### src/rtl/add32_seq_arb.sv
// Round-robin arbitrated 32-bit add/sub unit for two requesters.
// One shared byte-wide adder with a registered carry does one byte per cycle, LSB first.
module add32_seq_arb (
    input  logic        clk,
    input  logic        rst_n,
    input  logic        req0,
    input  logic        req1,
    input  logic [31:0] a0,
    input  logic [31:0] b0,
    input  logic [31:0] a1,
    input  logic [31:0] b1,
    input  logic        sub0,
    input  logic        sub1,
    output logic [1:0]  gnt,
    output logic        busy,
    output logic        done,
    output logic        done_id,
    output logic [31:0] sum,
    output logic        cout,
    output logic        ovfl
);
    typedef enum logic [1:0] {IDLE, ADD, DONE} state_t;

    state_t      state_q, state_d;
    logic [1:0]  k_q, k_d;
    logic        carry_q, carry_d;
    logic [31:0] a_q, a_d;
    logic [31:0] b_q, b_d;
    logic [23:0] res_q, res_d;
    logic        last_q, last_d;
    logic [1:0]  gnt_q, gnt_d;
    logic        busy_q, busy_d;
    logic        done_q, done_d;
    logic        done_id_q, done_id_d;
    logic [31:0] sum_q, sum_d;
    logic        cout_q, cout_d;
    logic        ovfl_q, ovfl_d;

    logic [7:0]  byte_a, byte_b;
    logic [8:0]  byte_s;
    logic        pick1, sub_sel;

    always_comb begin
        state_d   = state_q;
        k_d       = k_q;
        carry_d   = carry_q;
        a_d       = a_q;
        b_d       = b_q;
        res_d     = res_q;
        last_d    = last_q;
        gnt_d     = gnt_q;
        busy_d    = busy_q;
        done_d    = 1'b0;
        done_id_d = done_id_q;
        sum_d     = sum_q;
        cout_d    = cout_q;
        ovfl_d    = ovfl_q;
        pick1     = 1'b0;
        sub_sel   = 1'b0;

        byte_a = a_q[{k_q, 3'b000} +: 8];
        byte_b = b_q[{k_q, 3'b000} +: 8];
        byte_s = {1'b0, byte_a} + {1'b0, byte_b} + {8'd0, carry_q};

        case (state_q)
            IDLE: begin
                if (req0 || req1) begin
                    // last_q holds the previous winner; on a tie the other side goes
                    pick1   = req1 && (!req0 || !last_q);
                    sub_sel = pick1 ? sub1 : sub0;
                    a_d     = pick1 ? a1 : a0;
                    b_d     = sub_sel ? ~(pick1 ? b1 : b0) : (pick1 ? b1 : b0);
                    carry_d = sub_sel;
                    k_d     = 2'd0;
                    gnt_d   = pick1 ? 2'b10 : 2'b01;
                    busy_d  = 1'b1;
                    state_d = ADD;
                end
            end
            ADD: begin
                // low bytes shift in from the top so {b2,b1,b0} sits in res_q after k=2
                res_d   = {byte_s[7:0], res_q[23:8]};
                carry_d = byte_s[8];
                k_d     = k_q + 2'd1;
                if (k_q == 2'd3) begin
                    sum_d     = {byte_s[7:0], res_q};
                    cout_d    = byte_s[8];
                    ovfl_d    = (a_q[31] == b_q[31]) && (byte_s[7] != a_q[31]);
                    done_d    = 1'b1;
                    done_id_d = gnt_q[1];
                    state_d   = DONE;
                end
            end
            DONE: begin
                last_d    = gnt_q[1];
                gnt_d     = 2'b00;
                busy_d    = 1'b0;
                done_id_d = 1'b0;
                state_d   = IDLE;
            end
            default: state_d = IDLE;
        endcase
    end

    always_ff @(posedge clk) begin
        if (!rst_n) begin
            state_q   <= IDLE;
            k_q       <= 2'd0;
            carry_q   <= 1'b0;
            a_q       <= 32'd0;
            b_q       <= 32'd0;
            res_q     <= 24'd0;
            last_q    <= 1'b1;
            gnt_q     <= 2'b00;
            busy_q    <= 1'b0;
            done_q    <= 1'b0;
            done_id_q <= 1'b0;
            sum_q     <= 32'd0;
            cout_q    <= 1'b0;
            ovfl_q    <= 1'b0;
        end else begin
            state_q   <= state_d;
            k_q       <= k_d;
            carry_q   <= carry_d;
            a_q       <= a_d;
            b_q       <= b_d;
            res_q     <= res_d;
            last_q    <= last_d;
            gnt_q     <= gnt_d;
            busy_q    <= busy_d;
            done_q    <= done_d;
            done_id_q <= done_id_d;
            sum_q     <= sum_d;
            cout_q    <= cout_d;
            ovfl_q    <= ovfl_d;
        end
    end

    assign gnt     = gnt_q;
    assign busy    = busy_q;
    assign done    = done_q;
    assign done_id = done_id_q;
    assign sum     = sum_q;
    assign cout    = cout_q;
    assign ovfl    = ovfl_q;
endmodule

### config.mk
export PLATFORM = sky130hd
export DESIGN_NAME = add32_seq_arb
export DESIGN_NICKNAME = d
export VERILOG_FILES = /design/src/rtl/add32_seq_arb.sv
export SDC_FILE = /design/constraint.sdc
export NUM_CORES = 1
export LEC_CHECK = 0
export ABC_AREA = 0
export BUFFER_PORTS_ARGS = -buffer_cell sky130_fd_sc_hd__buf_2
export CAP_MARGIN = 25
export CORE_ASPECT_RATIO = 1.2
export CORE_UTILIZATION = 57
export DETAILED_ROUTE_END_ITERATION = 16
export GPL_ROUTABILITY_DRIVEN = 0
export PLACE_DENSITY = 0.86
export SETUP_SLACK_MARGIN = 0.3
export SLEW_MARGIN = 20
export SYNTH_ARGS = -nofsm -noshare
export SYNTH_HDL_FRONTEND = slang
export SYNTH_SLANG_ARGS = --single-unit
export TNS_END_PERCENT = 100
### constraint.sdc
create_clock -name clk -period 6.3 [get_ports clk]
set_input_delay 0.63 -clock clk [delete_from_list [all_inputs] [get_ports clk]]
set_output_delay 0.63 -clock clk [all_outputs]
set_load 0.05 [all_outputs]
==> results by group <==
CTS
  – Worst skew pair latency: about 0.41 ns
  – Total number of H-tree levels: 4
  – Hold buffer count at CTS: 0
  – Total CTS buffers: 17
  – Post-CTS Setup Repair Bufs: 0
  – CTS clk-pin slew, worst paths: ~0.050 ns
  – Max Root-Sink Buffers: 2
  – TritonCTS clock tree: built
  – Post-cts repair resize count: 0
  – Num Clock Sinks: 133
  – Root Buffer: clkbuf_16

Global route
  – GRT busiest layer: met2
  – GR Layer Usage met1: between 30% and 40%
  – Overflow after GRT: 0
  – Met3 usage in global routing: approximately 7%
  – Met2 usage: between 50 and 60%
  – Largest net degree at the start of global routing: 130
  – Total Routing Usage GR: between 20 and 30%
  – Global-route wire length before repair: 25.0 mm
  – Number of global-route vias before repair: roughly 5300
  – Initial antenna violation count: 0

Timing
  – Max-slew headroom: approximately a third
  – Final count of pins violating max slew: 0
  – Final hold slack: roughly 0.45 ns
  – Worst slew pin tran: a little under 1 ns
  – Final Cycle Share: a little over half
  – Final min period: approximately 3.4 ns
  – Final setup viols: 0
  – RSZ-0062 raised after global routing: no
  – Layout Skew: 0.0104 ns
  – FMAX: just under 300 MHz
  – Sum of negative setup slack: 0 ns
  – Final Hold Fails: 0

Logic synthesis
  – FFs w/ async S/R, synth: 0%
  – Seq/Total Area, Yosys: a little over two fifths
  – Top_reg_cell synth: dfxtp_1
  – Yosys reg bits: about 130
  – Largest cells by area after synthesis: dfxtp_1 (42%), mux2i_1 (10%), a211oi_1 (8.6%)
  – EDFF count, synth: 0
  – Mapped Cells: just under 700
  – Synth warn: 0
  – Area share of the largest cell type after synthesis: a little over two fifths
  – Synthesized netlist net count: 835
  – Distinct cells, synth: 37
  – Post-synthesis average cell area: about 9.1 sq um
  – Cell area after synthesis: approximately 6300 sq um
  – Area leader, netlist: dfxtp_1

Power and ir drop
  – VDD IR max: approximately 180 uV
  – Leak: roughly 3.2 nW
  – Clock power frac: 43.3%
  – Sw Share: between 20% and 30%
  – Combinational cell fraction of total power: about 16%
  – P_sw: 616 uW
  – Cell Int Power: 1.73 mW
  – Tot Pwr: 2.35 mW
  – PwrDens: around 300 nW/um^2
  – Sequential Power Share: about two fifths

Place
  – Placed Instances: 940
  – Port Buffers: approximately 170
  – Post-DP HPWL: 10.8 mm

Setup path
  – Crit-path max FO: 18
  – Reg-to-reg setup timing slack: between 2 and 3 ns
  – Kind of critical path: reg -> reg
  – R2R cell count: 9
  – Data arrival, critical path: 3.72 ns
  – Critical Path Start Type: register
  – CP endpoint kind: register
  – Worst Path Required: ~6.6 ns

Cells and area
  – # nets final: between 900 and 1000
  – Non-Filler Instances: 972
  – Area Growth Syn to Fin: 22.8%
  – Share of cells above drive strength 1: 27.4%
  – Most frequent cells in the layout: buf_2 (172), dfxtp_1 (133), nand2_1 (104)
  – Antenna diode count: 0
  – Most common cell after layout, fill and taps aside: buf_2
  – Util after Layout: approximately 73%

Route
  – DRT antenna net count: 0
  – Wire per inst: 16.2 microns
  – # DRC: 8
  – Via count: roughly 5600
  – TritonRoute pass-1 iters: 11
  – 1st-iter DRT viols: around 370
  – Vias per cell: about 5.7
  – Final WL: around 16 mm

Floorplanning
  – Number of top-level pins: around 170
  – Die H: ~120 microns
  – Initial Utilization: just under 60%
  – Die X-Extent: 98.1 microns
  – Cell row count: between 40 and 50
  – Die area: 11500 sq um
  – Core footprint: 10700 sq um

Worst hold path
  – Hold path cells: 2
  – Hold Crit Class: reg -> reg

Run
  – Max Cap Viol: 0

Status
  – Failing checks: DRC
  – Status: finished with violations
## critical path: stages, from the launching register on
cell and delay, ns:
dfxtp_1 0.97, mux4_2 0.39, inv_1 0.09, fa_1 0.47, fa_1 0.45, nor2b_1 0.18, o21a_1 0.19, a31o_2 0.20
xnor2_1 0.09, o31ai_1 0.29
## power groups by stage
stage	Combinational, mW	Clock (mW)	Sequential [mW]
final	0.380	1.02	0.951
after global routing	0.413	1.06	0.956
after CTS	0.374	1.02	0.951
after detailed placement	0.366	0	0.967
after global placement	0.348	0	0.963
after floorplan	0.275	0	0.949
## final timing paths
check / start / endpoint
max: k_q[1] / sum[30]
min: sum[7] / sum[7]
max reg2reg: k_q[1] / sum[30]
min reg2reg: sum[7] / sum[7]
## Yosys cell counts (3+ instances only)
library cell / instances
dfxtp_1: 133
nand2_1: 104
nor2_1: 80
a211oi_1: 72
mux2i_1: 65
a21oi_1: 55
xnor2_1: 34
clkbuf_1: 25
mux4_2: 16
o21ai_0: 15
buf_2: 14
buf_1: 8
ha_1: 8
nand3_1: 8
inv_1: 7
buf_4: 5
nor3_1: 5
buf_6: 4
nor2b_1: 4
or3_1: 4
a21o_1: 3
nand2b_1: 3
## area by class of cell
type	count	area [sq um]
Clock buffer	17	425
Clock inverter	13	185
Fill cell	748	2920
Inverter	8	31.3
Multi-Input combinational cell	494	3360
Sequential cell	133	2660
Tap cell	129	161
Timing Repair Buffer	178	925
## flip-flops by register name, indices dropped and copies added (netlist names)
register	count
done_id	1
done	1
b_q	32
cout	1
busy	1
k_q	2
res_q	24
a_q	32
state_q	2
carry_q	1
sum	32
ovfl	1
gnt	2
last_q	1
## metal layers
layer / up-vias / wire (microns)
met5: - / 0
met4: 0 / 570
met3: 55 / 872
met2: 236 / 8240
met1: 2577 / 6070
li1: 2713 / -
## stage by stage
stage,instance area (sq um),setup slack (ns)
2_1_floorplan,6310,3.46
3_3_place_gp,7100,3.10
3_5_place_dp,7100,2.98
4_1_cts,7710,2.79
5_1_grt,7750,2.75
6_report,7750,2.89
## kinds of logic after synthesis
family	share of synthesized area, %
compound gates	16.1
xor+xnor	4.72
fa+ha+maj	2.22
buf+inv	4.86
flops	42.2
mux	16.4
simple gates	13.5
(Power assumes the default switching activity.)
